<file path="src/rtl/tensor_core_pkg.sv">
// Shared types and constants for the tensor core sequencer.
// Bus width, op codes and the sequencer state encoding.
package tensor_core_pkg;

  localparam int BUS_WIDTH = 8;

  localparam logic [1:0] OP_MATMUL = 2'b00;
  localparam logic [1:0] OP_ADD    = 2'b01;
  localparam logic [1:0] OP_RELU   = 2'b10;

  typedef enum logic [2:0] {
    IDLE,
    LOAD,
    START,
    WAIT,
    CAPTURE,
    DRAIN
  } state_t;

endpackage

</file>
<file path="src/rtl/tensor_core_result_serializer.sv">
// Nine-entry result buffer streamed out row-major
// over a valid/ready byte interface.
module tensor_core_result_serializer
  import tensor_core_pkg::*;
(
  input  logic                        clk,
  input  logic                        rst,
  input  logic                        load,
  input  logic signed [BUS_WIDTH-1:0] din [9],
  output logic                        out_valid,
  input  logic                        out_ready,
  output logic signed [BUS_WIDTH-1:0] out_data,
  output logic                        last
);

  logic signed [BUS_WIDTH-1:0] buffer [9];
  logic [3:0] k;
  logic       active;

  always_ff @(posedge clk) begin
    if (rst) begin
      active <= 1'b0;
      k      <= 4'd0;
      for (int i = 0; i < 9; i++) begin
        buffer[i] <= '0;
      end
    end else if (load) begin
      buffer <= din;
      k      <= 4'd0;
      active <= 1'b1;
    end else if (active && out_ready) begin
      if (k == 4'd8) begin
        active <= 1'b0;
        k      <= 4'd0;
      end else begin
        k <= k + 4'd1;
      end
    end
  end

  assign out_valid = active && !rst;
  assign out_data  = buffer[k];
  assign last      = (k == 4'd8);

endmodule

</file>
<file path="src/rtl/tensor_core_sequencer.sv">
// Byte-stream front end for a 3x3 tensor core: loads operands,
// pulses start, waits, captures results and serializes them.
module tensor_core_sequencer
  import tensor_core_pkg::*;
#(
  parameter int COMPUTE_CYCLES = 10
) (
  input  logic                        tensor_core_clock,
  input  logic                        tensor_core_reset,
  input  logic                        in_valid,
  output logic                        in_ready,
  input  logic [BUS_WIDTH-1:0]        in_data,
  output logic                        out_valid,
  input  logic                        out_ready,
  output logic signed [BUS_WIDTH-1:0] out_data,
  output logic                        busy,
  output logic signed [BUS_WIDTH-1:0] tensor_core_input1 [3][3],
  output logic signed [BUS_WIDTH-1:0] tensor_core_input2 [3][3],
  output logic                        tensor_core_register_file_write_enable,
  output logic                        should_start_tensor_core,
  output logic [1:0]                  operation_select,
  input  logic signed [BUS_WIDTH-1:0] tensor_core_output [3][3]
);

  localparam int WW = (COMPUTE_CYCLES > 1) ? $clog2(COMPUTE_CYCLES) : 1;

  state_t state, next_state;

  logic [4:0]    idx;
  logic [WW-1:0] wcnt;
  logic [1:0]    op;
  logic [3:0]    elem;
  logic          second;
  logic          hdr_fire;
  logic          load_fire;
  logic          wait_done;
  logic          ser_last;
  logic          ser_load;

  logic signed [BUS_WIDTH-1:0] flat [9];

  assign hdr_fire  = (state == IDLE) && in_valid && !tensor_core_reset;
  assign load_fire = (state == LOAD) && in_valid && !tensor_core_reset;
  assign wait_done = (wcnt == WW'(COMPUTE_CYCLES - 1));
  assign second    = (idx >= 5'd9);
  assign elem      = second ? 4'(idx - 5'd9) : idx[3:0];
  assign ser_load  = (state == CAPTURE);

  always_ff @(posedge tensor_core_clock) begin
    if (tensor_core_reset) begin
      state <= IDLE;
    end else begin
      state <= next_state;
    end
  end

  always_comb begin
    next_state = state;
    unique case (state)
      IDLE:    if (hdr_fire) next_state = LOAD;
      LOAD:    if (load_fire && idx == 5'd17) next_state = START;
      START:   next_state = WAIT;
      WAIT:    if (wait_done) next_state = CAPTURE;
      CAPTURE: next_state = DRAIN;
      DRAIN:   if (out_valid && out_ready && ser_last) next_state = IDLE;
      default: next_state = IDLE;
    endcase
  end

  always_comb begin
    in_ready = 1'b0;
    busy     = 1'b0;
    should_start_tensor_core = 1'b0;
    tensor_core_register_file_write_enable = tensor_core_reset;
    if (!tensor_core_reset) begin
      in_ready = (state == IDLE) || (state == LOAD);
      busy     = (state != IDLE);
      should_start_tensor_core = (state == START);
      tensor_core_register_file_write_enable = load_fire;
    end
  end

  // Operand, op and counter registers
  always_ff @(posedge tensor_core_clock) begin
    if (tensor_core_reset) begin
      idx  <= '0;
      wcnt <= '0;
      op   <= '0;
      for (int r = 0; r < 3; r++) begin
        for (int c = 0; c < 3; c++) begin
          tensor_core_input1[r][c] <= '0;
          tensor_core_input2[r][c] <= '0;
        end
      end
    end else begin
      if (hdr_fire) begin
        op  <= in_data[1:0];
        idx <= '0;
      end
      if (load_fire) begin
        idx <= idx + 5'd1;
        for (int r = 0; r < 3; r++) begin
          for (int c = 0; c < 3; c++) begin
            if (elem == 4'(r * 3 + c)) begin
              if (second) begin
                tensor_core_input2[r][c] <= in_data;
              end else begin
                tensor_core_input1[r][c] <= in_data;
              end
            end
          end
        end
      end
      if (state == WAIT) begin
        wcnt <= wcnt + 1'b1;
      end else begin
        wcnt <= '0;
      end
    end
  end

  assign operation_select = op;

  always_comb begin
    for (int r = 0; r < 3; r++) begin
      for (int c = 0; c < 3; c++) begin
        flat[r * 3 + c] = tensor_core_output[r][c];
      end
    end
  end

  tensor_core_result_serializer u_ser (
    .clk       (tensor_core_clock),
    .rst       (tensor_core_reset),
    .load      (ser_load),
    .din       (flat),
    .out_valid (out_valid),
    .out_ready (out_ready),
    .out_data  (out_data),
    .last      (ser_last)
  );

endmodule

</file>
<file path="config.mk">
export PLATFORM = sky130hd
export DESIGN_NAME = tensor_core_sequencer
export DESIGN_NICKNAME = d
export VERILOG_FILES = /design/src/rtl/tensor_core_pkg.sv /design/src/rtl/tensor_core_result_serializer.sv /design/src/rtl/tensor_core_sequencer.sv
export SDC_FILE = /design/constraint.sdc
export NUM_CORES = 1
export LEC_CHECK = 0
export ABC_CLOCK_PERIOD_IN_PS = 2950
export CAP_MARGIN = 20
export CORE_ASPECT_RATIO = 1.5
export CORE_MARGIN = 2
export CORE_UTILIZATION = 50
export DETAILED_ROUTE_END_ITERATION = 12
export GPL_TIMING_DRIVEN = 0
export PLACE_DENSITY = 0.8
export SETUP_SLACK_MARGIN = 0.2
export SYNTH_ARGS = -nofsm -noshare
export SYNTH_HDL_FRONTEND = slang
export SYNTH_HIERARCHICAL = 1
export SYNTH_SLANG_ARGS = --single-unit
</file>
<file path="constraint.sdc">
create_clock -name tensor_core_clock -period 2.95 [get_ports tensor_core_clock]
set_input_delay 0.59 -clock tensor_core_clock [delete_from_list [all_inputs] [get_ports tensor_core_clock]]
set_output_delay 0.59 -clock tensor_core_clock [all_outputs]
set_load 0.005 [all_outputs]
</file>
# Word-level counts from Yosys, hierarchy flattened
# Cells that the tools add are included.
[op_classes] n_addsub=4 order_cmp=2 n_eq_ne=20 mux=19 n_bitwise=3 n_reduce_logical=39
[op_table] operator="$reduce_and A3 Y1" n=18
[op_table] operator="$bmux W8 S4" n=1
[op_table] operator="$pmux W3 S6" n=1
[op_table] operator="$eq A4 B3 Y1 const B" n=4
[op_table] operator="$mux W8" n=2
[op_table] operator="$eq A4 B4 Y1 const B" n=3
[op_table] operator="$mux W3" n=4
[op_table] operator="$mux W5" n=2
[op_table] operator="$logic_and A1 B1 Y1" n=9
[op_table] operator="$add A4 B1 Y4 const B" n=2
[op_table] operator="$eq A4 B2 Y1 const B" n=2
[op_table] operator="$mux W4" n=2
[op_table] operator="$ne A2 B2 Y1 const B" n=4
[op_table] operator="$mux W1" n=7
[op_table] operator="$eq A3 B2 Y1 const B" n=2
[op_table] operator="$eq A3 B3 Y1 const B" n=2
[op_table] operator="$reduce_bool A2 Y1" n=3
[op_table] operator="$add A5 B1 Y5 const B" n=1
[op_table] operator="$eq A5 B5 Y1 const B" n=1
[op_table] operator="$ge A5 B4 Y1 const B" n=1
[op_table] operator="$ge A5 B5 Y1 const B" n=1
[op_table] operator="$not A4 Y5" n=1
[op_table] operator="$eq A4 B1 Y1 const B" n=1
[op_table] operator="$logic_not A4 Y1" n=1
[op_table] operator="10 further kinds" n=12
[word_totals] regBits=235 in_bits=84 output_inout_bits=159 wordCells=120

# Longest topological paths before layout
# Gate-level depths: netlist of run 1.
[depth] word_depth=6 ltp_mapped=9 ltp_nobuf=7

# Cells and area by module
# Netlist of run 1, hierarchy kept.
[modules_own_cells] mod="tensor_core_sequencer" n_inst=1 cells_each=650 area_each_um2=6686.4 seq_area_each_um2=3163.0
[modules_own_cells] mod="tensor_core_result_serializer" n_inst=1 cells_each=329 area_each_um2=3399.5 seq_area_each_um2=1541.5

# Least setup slack after synthesis of run 1
# Ideal clock, no wire load.
[synth_path] path_kind="input to output" startpoint="input port tensor_core_reset" endpoint="output port busy" arrival_time_ns=1.674 slack_ns=0.686 cell_stages=5 n_path_buf=4 cell_sequence="buf_2 -> clkbuf_1 -> clkbuf_1 -> buf_1 -> nor2_1"
[synth_between] elab_chain_cells=1
[synth_rtl] item="start: declaration" line="tensor_core_sequencer.sv:9" text="input logic tensor_core_reset,"
[synth_rtl] item="$mux W1" line="tensor_core_sequencer.sv:75" text="if (!tensor_core_reset) begin"
[synth_rtl] item="end: declaration" line="tensor_core_sequencer.sv:16" text="output logic busy,"
# No other way between the ends.

# Worst setup path after layout of run 1
[layout_path] startpoint="register u_ser.k[0]" endpoint="output port out_data[1]"
[layout_between] elab_chain_cells=4
[layout_rtl] item="start: declaration" line="tensor_core_result_serializer.sv:17" text="logic [3:0] k;"
[layout_rtl] item="start signal: assignment" line="tensor_core_result_serializer.sv:36" text="k <= k + 4'd1;"
[layout_rtl] item="$not A4 Y5 (implied by the code)" line="tensor_core_result_serializer.sv:42" text="assign out_data = buffer[k];"
[layout_rtl] item="$bmux W8 S4" line="tensor_core_result_serializer.sv:42"
[layout_rtl] item="$mux W8 (implied by the code) (2 in a row)" line="tensor_core_result_serializer.sv:42"
[layout_rtl] item="end: declaration" line="tensor_core_sequencer.sv:15" text="output logic signed [BUS_WIDTH-1:0] out_data,"
# No other way between the ends. The select of a mux whose other input is x is not followed.

==> results.tsv, run 1 <==
stage	metric	value	unit
status	status	finished clean	
power	P_int	4.91	mW
worst_setup_path	critical path class	flop to output port	
clocking	Clock Latency Late Sink	0.51	ns
worst_setup_path	RR Startpoint	idx[1]	
clocking	CTS max path bufs	3	
global_routing	vias in the first global route	8147	
finish	post-route cell area	13700	um^2
power	Comb power frac	5.7	%
finish	Filler cells	1558	
worst_setup_path	WP data arrival	2.13	ns
global_routing	first-pass GRT wire length	44.5	mm
yosys	net count after synthesis	1070	
clocking	Post-CTS Hold Fix Bufs	0	
worst_hold_path	worst hold path class	flop to flop	
power	Pwr Density	460	nW/um^2
worst_setup_path	Startpoint Class	flop	
route	initial DRC count	478	
route	ANT nets after route	0	
global_routing	Top Usage Layer GRT	met2	
power	Sequential Power Share	50.3	%
clocking	htree depth	1	
floorplan	Core Area	19800	um^2
yosys	Synth async-reset ratio	0	%
yosys	Ys Warns	6	
global_routing	met3 Use GR	6.46	%
worst_setup_path	CP Data Required Time	2.36	ns
clocking	TritonCTS clock tree	done	
worst_setup_path	Worst R2R Path Depth	6	
power	fraction of power spent switching nets	22.4	%
global_routing	GR met1 Demand/Resource	29.1	%
route	DRT Pass-1 Iters	5	
floorplan	row cnt	63	
route	WL/cell	19.0	um
worst_setup_path	crit path max fanout	5	
global_routing	Total GRT Usage	26.5	%
sta	final max-slew violation count	0	
floorplan	Die ar.	21300	um^2
power	Leakage Power	5.72	nW
clocking	CTS Root Cell	clkbuf_16	
yosys	synthesized area per cell	10.3	um^2
sta	Slew @ Worst Pin	0.827	ns
floorplan	chip height	178	um
placed_design	I/O Buffers	242	
placed_design	placed instance area	12800	um^2
job	number of max-cap violations	0	
worst_setup_path	reg-to-reg setup timing slack	0.37	ns
finish	antenna cell count	0	
worst_setup_path	CP Capture Type	output port	
clocking	TritonCTS buffer count	23	
power	VDD IR max	0.497	mV
sta	unrepaired setup endpoints after global routing	yes	
sta	final hold violations	0	
sta	fin crit period	2.72	ns
global_routing	initial antenna violation count	0	
floorplan	Starting Density	51.0	%
yosys	Post-Syn Instances	979	
yosys	post-synthesis sequential area ratio	46.6	%
finish	final net count	1348	
floorplan	width of the die	120	um
worst_setup_path	Worst R2R End	tensor_core_input2[41]	
yosys	number of synthesized flops with an enable pin	0	
sta	Worst Skew	0.0161	ns
worst_setup_path	crit path launch	u_ser/k[0]	
placed_design	HPWL reported at the end of detailed placement	21.7	mm
route	drt drc	0	
placed_design	Place WS	-1.15	ns
global_routing	GR Util met2	49.7	%
yosys	Mapped Area	10100	um^2
route	via/cell ratio	5.33	
global_routing	pin count of the biggest net entering global routing	15	
yosys	Synth Flop Type	dfxtp_1	
sta	Slew HR	44.9	%
yosys	Yosys cell types	63	
clocking	TritonCTS Sinks	235	
clocking	clk slew on worst S/H paths	0.06	ns
worst_setup_path	critical path endpoint	out_data[1]	
power	clock share of power	44.0	%
route	final WL	29.1	mm
power	Net Sw Power	1.42	mW
finish	area grow syn2layout	36.2	%
sta	Final WS setup	0.225	ns
floorplan	I/O Pins	243	
sta	Fmax achieved	367	MHz
yosys	number of synthesized register bits	235	
sta	Tcrit/Tclk final	92.4	%
sta	Final setup viols	0	
placed_design	routability-driven placement congestion ratio	0.931	
finish	fraction of layout cells with a size suffix above 1	11.1	%
route	via count	8177	
global_routing	GRT overflow	0	
power by group through the flow:
stage               Clock (mW)  Combinational, mW  Sequential (mW)
floorplan                    0              0.147             3.26
global placement             0              0.354             3.26
detailed placement           0              0.356             3.26
CTS                       2.82              0.360             3.18
global route              2.95              0.384             3.18
finish                    2.79              0.359             3.18
cell usage after synthesis, types with 3 or more instances:
cell | n | area (um^2)
nor3_1 | 9 | 45.0
nand2b_1 | 135 | 845
o21ai_0 | 30 | 150
dfxtp_1 | 235 | 4700
nor2b_1 | 3 | 18.8
buf_1 | 4 | 15.0
clkbuf_1 | 40 | 150
mux4_2 | 8 | 180
or3_1 | 3 | 18.8
mux2i_1 | 202 | 2020
a21oi_1 | 29 | 145
buf_6 | 3 | 33.8
nand3_2 | 5 | 50.1
mux2_2 | 17 | 191
ha_1 | 7 | 87.6
o21ai_2 | 4 | 35.0
buf_4 | 7 | 52.6
nand2_1 | 18 | 67.6
inv_1 | 16 | 60.1
nand3_1 | 25 | 125
nor2_1 | 102 | 383
and2_1 | 4 | 25.0
buf_2 | 13 | 65.1
o211ai_2 | 4 | 50.1
o221ai_1 | 8 | 70.1
critical path, stage by stage, from the launching register on:
cell and delay [ns]:
dfxtp_4 0.39, buf_12 0.12, buf_4 0.10, mux4_2 0.55, nor2_2 0.10, o21ai_1 0.09
dlygate4sd2_1 0.27
cell families after synthesis:
family | Yosys count | share of synthesized area (%)
compound gates | 95 | 6.43
xor+xnor | 3 | 0.261
fa+ha+maj | 7 | 0.868
buf+inv | 85 | 3.92
flops | 235 | 46.6
mux | 227 | 23.7
simple gates | 327 | 18.1
what timing repair did:
item / 4_1_cts / 5_1_grt
endpoints found under the setup margin: 13 / 40
pin swaps: 1 / 4
cloned: 0 / 1
resized for setup: 33 / 23
buffers inserted: 7 / 3
stage by stage:
step	power, mW	cells	utilization (%)	setup TNS (ns)	hold WS [ns]
after floorplan	3.40	979	-	0	0.434
after global placement	3.61	1481	64.9	-10.75	0.445
after detailed placement	3.61	1481	64.9	-12.96	0.465
after CTS	6.36	1530	69.0	0	0.472
after global routing	6.52	1534	69.5	0	0.489
final	6.33	1534	69.5	0	0.471
per-layer routing:
metal | wire length, um | part of all wire, %
met4 | 929 | 3.2
met1 | 11000 | 38
met5 | 0 | 0
met2 | 15000 | 51
met3 | 2240 | 7.7
worst min path at each step:
stage / cells after the start / slack (ns) / from / to
2_1_floorplan: 1 / 0.43 / wcnt[0] / wcnt[0]
5_1_grt: 2 / 0.49 / operation_select[0] / operation_select[0]
6_report: 2 / 0.47 / operation_select[0] / operation_select[0]
4_1_cts: 2 / 0.47 / operation_select[0] / operation_select[0]
3_3_place_gp: 1 / 0.45 / wcnt[0] / wcnt[0]
3_5_place_dp: 2 / 0.46 / operation_select[1] / operation_select[1]
cell type report:
type	instances	area [um^2]	area share, %
clock inverters	8	55.1	0.401
well taps	260	325	2.37
inverters	17	63.8	0.464
multi-input cells	659	5030	36.6
repair buffers	253	2530	18.4
clock buffers	34	657	4.78
plain buffers	68	377	2.74
flip-flops and latches	235	4710	34.3
sequential cells by signal, summed over array words and instances (netlist names):
signal and cells:
u_ser/k 4, operation_select 2, wcnt 4, u_ser/active 1, idx 5, state 3
u_ser/buffer 72, tensor_core_input1 72, tensor_core_input2 72
cell usage in the layout, fill, tap and decap left out, drive strengths merged, types with 20 or more instances in the layout:
| master | n |
|---|---|
| a21oi | 29 |
| buf | 40 |
| clkbuf | 73 |
| clkdlybuf4s50 | 230 |
| dfxtp | 235 |
| mux2i | 202 |
| nand2 | 20 |
| nand2b | 135 |
| nand3 | 30 |
| nor2 | 102 |
| o21ai | 35 |
No activity file was read; power rests on OpenSTA's default activity.
==> inputs of run 2 (changes only) <==
--- a/config.mk
+++ b/config.mk
@@ -11,6 +11,7 @@
 export CORE_MARGIN = 2
 export CORE_UTILIZATION = 50
 export DETAILED_ROUTE_END_ITERATION = 12
+export GPL_ROUTABILITY_DRIVEN = 0
 export GPL_TIMING_DRIVEN = 0
 export PLACE_DENSITY = 0.8
 export SETUP_SLACK_MARGIN = 0.2
==> results of run 2 <==
Final layout, timing and power as in run 1 (identical DEF).
==> inputs of run 3 (changes only) <==
--- a/config.mk
+++ b/config.mk
@@ -6,14 +6,16 @@
 export NUM_CORES = 1
 export LEC_CHECK = 0
 export ABC_CLOCK_PERIOD_IN_PS = 2950
-export CAP_MARGIN = 20
+export CAP_MARGIN = 10
 export CORE_ASPECT_RATIO = 1.5
 export CORE_MARGIN = 2
-export CORE_UTILIZATION = 50
+export CORE_UTILIZATION = 51
+export CTS_BUF_LIST = sky130_fd_sc_hd__clkbuf_4 sky130_fd_sc_hd__clkbuf_8
+export CTS_CLUSTER_DIAMETER = 30
 export DETAILED_ROUTE_END_ITERATION = 12
 export GPL_ROUTABILITY_DRIVEN = 0
 export GPL_TIMING_DRIVEN = 0
-export PLACE_DENSITY = 0.8
+export PLACE_DENSITY = 0.82
 export SETUP_SLACK_MARGIN = 0.2
 export SYNTH_ARGS = -nofsm -noshare
 export SYNTH_HDL_FRONTEND = slang
==> results.tsv, run 3 (same netlist as run 1, synthesis figures left out) <==
stage	metric	value	unit
sta	Tcrit/Tclk final	95.9	%
finish	commonest non-fill, non-tap cell in the layout	dfxtp_1	
sta	final hold violations	0	
clocking	Clock Latency Late Sink	0.52	ns
worst_setup_path	crit path max fanout	5	
finish	antenna cell count	0	
finish	most frequent cells in the layout	dfxtp_1 (233), clkdlybuf4s50_1 (230), mux2i_1 (202)	
global_routing	pin count of the biggest net entering global routing	11	
clocking	htree depth	2	
clocking	CTS Root Cell	clkbuf_8	
sta	Final setup viols	0	
route	DRT Pass-1 Iters	4	
power	Tot Pwr	6.59	mW
clocking	TritonCTS clock tree	done	
finish	register area	4710	um^2
global_routing	initial antenna violation count	0	
clocking	TritonCTS buffer count	39	
worst_setup_path	critical-path cell list	buf_8 -> mux4_2 -> nor2_2 -> o21ai_1 -> clkdlybuf4s50_1	
finish	Largest regs	tensor_core_input1 x72, tensor_core_input2 x72, u_ser/buffer x72	
route	via/cell ratio	5.30	
worst_setup_path	critical path class	flop to output port	
sta	final max-slew violation count	0	
route	final WL	28.5	mm
global_routing	Total GRT Usage	26.5	%
clocking	CTS max path bufs	3	
clocking	TritonCTS Sinks	235	
job	number of max-cap violations	0	
clocking	clk slew on worst S/H paths	0.06	ns
finish	fraction of layout cells with a size suffix above 1	13.5	%
power	VDD IR max	0.325	mV
floorplan	I/O Pins	243	
finish	Filler cells	1499	
global_routing	first-pass GRT wire length	44.2	mm
worst_setup_path	max incr delay on CP	0.53	ns
worst_setup_path	Startpoint Class	flop	
worst_hold_path	worst hold path class	flop to flop	
global_routing	vias in the first global route	8392	
finish	final net count	1363	
route	ANT nets after route	0	
floorplan	row cnt	63	
power	Leakage Power	5.77	nW
global_routing	GRT overflow	0	
placed_design	HPWL reported at the end of detailed placement	20.9	mm
finish	area grow syn2layout	37.3	%
route	initial DRC count	513	
sta	Worst Skew	0.0250	ns
floorplan	width of the die	119	um
floorplan	Starting Density	51.6	%
route	WL/cell	18.3	um
floorplan	Core Area	19500	um^2
sta	Slew HR	47.6	%
worst_setup_path	CP Data Required Time	2.36	ns
sta	Fmax achieved	353	MHz
route	via count	8266	
worst_setup_path	Slowest-stage cell, CP	mux4_2	
floorplan	Die ar.	20900	um^2
finish	multi-input logic area	5020	um^2
sta	unrepaired setup endpoints after global routing	yes	
floorplan	chip height	176	um
finish	final cell count without fillers	1559	
worst_setup_path	reg-to-reg setup timing slack	0.46	ns
sta	fin crit period	2.83	ns
placed_design	I/O Buffers	242	
worst_setup_path	CP Capture Type	output port	
placed_design	Placed Cells	1481	
power	Pwr Density	476	nW/um^2
clocking	Post-CTS Hold Fix Bufs	0	
sta	Slew @ Worst Pin	0.785	ns
status	status	finished clean	
route	drt drc	0	
worst_setup_path	WP data arrival	2.24	ns
-- run 3: cell types whose count changed in the layout (fill, tap and decap cells not counted), sizes merged --
cell and delta:
bufbuf +1, buf -3, clkdlybuf4s15 -1, dlymetal6s2s -1
clkbuf +24, clkinvlp +2, dlygate4sd2 +1, bufinv +2
-- run 3: area by class of cell --
cell class | count | area share [%]
flip-flops and latches | 235 | 34.0
repair buffers | 252 | 18.2
plain buffers | 68 | 2.63
inverters | 17 | 0.461
well taps | 260 | 2.35
multi-input cells | 659 | 36.3
clock inverters | 12 | 0.931
clock buffers | 56 | 5.12
-- run 3: worst paths after layout --
path | depth (start not counted) | from | endpoint
max | 5 | u_ser/k[0] | out_data[2]
min | 2 | operation_select[1] | operation_select[1]
max reg2reg | 8 | idx[1] | tensor_core_input2[6]
min reg2reg | 2 | operation_select[1] | operation_select[1]
-- run 3: critical path: cells and delay by family (launching register included) --
family,cells,cell delay (ns)
AO/OA/AOI/OAI,1,0.11
buffers and inverters,2,0.58
flip-flops,1,0.37
multiplexers,1,0.53
AND/OR/NAND/NOR,1,0.13
-- run 3: power by group --
| group | leakage [nW] | total [mW] | switching, mW | internal, mW |
|---|---|---|---|---|
| registers | 1.89 | 3.19 | 0.00569 | 3.18 |
| logic | 3.44 | 0.357 | 0.177 | 0.180 |
| clock network | 0.439 | 3.05 | 1.31 | 1.74 |
-- run 3: metrics by stage --
stage	setup WS, ns	area [um^2]	util (%)	hold WS (ns)	setup TNS [ns]
2_1_floorplan	0.686	10100	-	0.434	0
3_3_place_gp	-0.960	12800	65.6	0.445	-2.35
3_5_place_dp	-0.955	12800	65.6	0.459	-3.19
4_1_cts	0.0918	13800	70.6	0.471	0
5_1_grt	0.0623	13800	70.8	0.496	0
6_report	0.121	13800	70.8	0.468	0
-- run 3: timing repair --
action	in CTS	in global routing
gates cloned	1	0
resized for setup	39	16
hold endpoints to repair	0	0
endpoints found under the setup margin	13	26
pin swaps	6	2
setup buffers	7	2
-- run 3: metal layers --
layer	up-vias	GRT usage, %	share of wire (%)
li1	3970	-	-
met1	3928	28.1	37
met2	299	50.3	53
met3	69	5.68	6.4
met4	0	10.5	3.6
met5	-	0	0
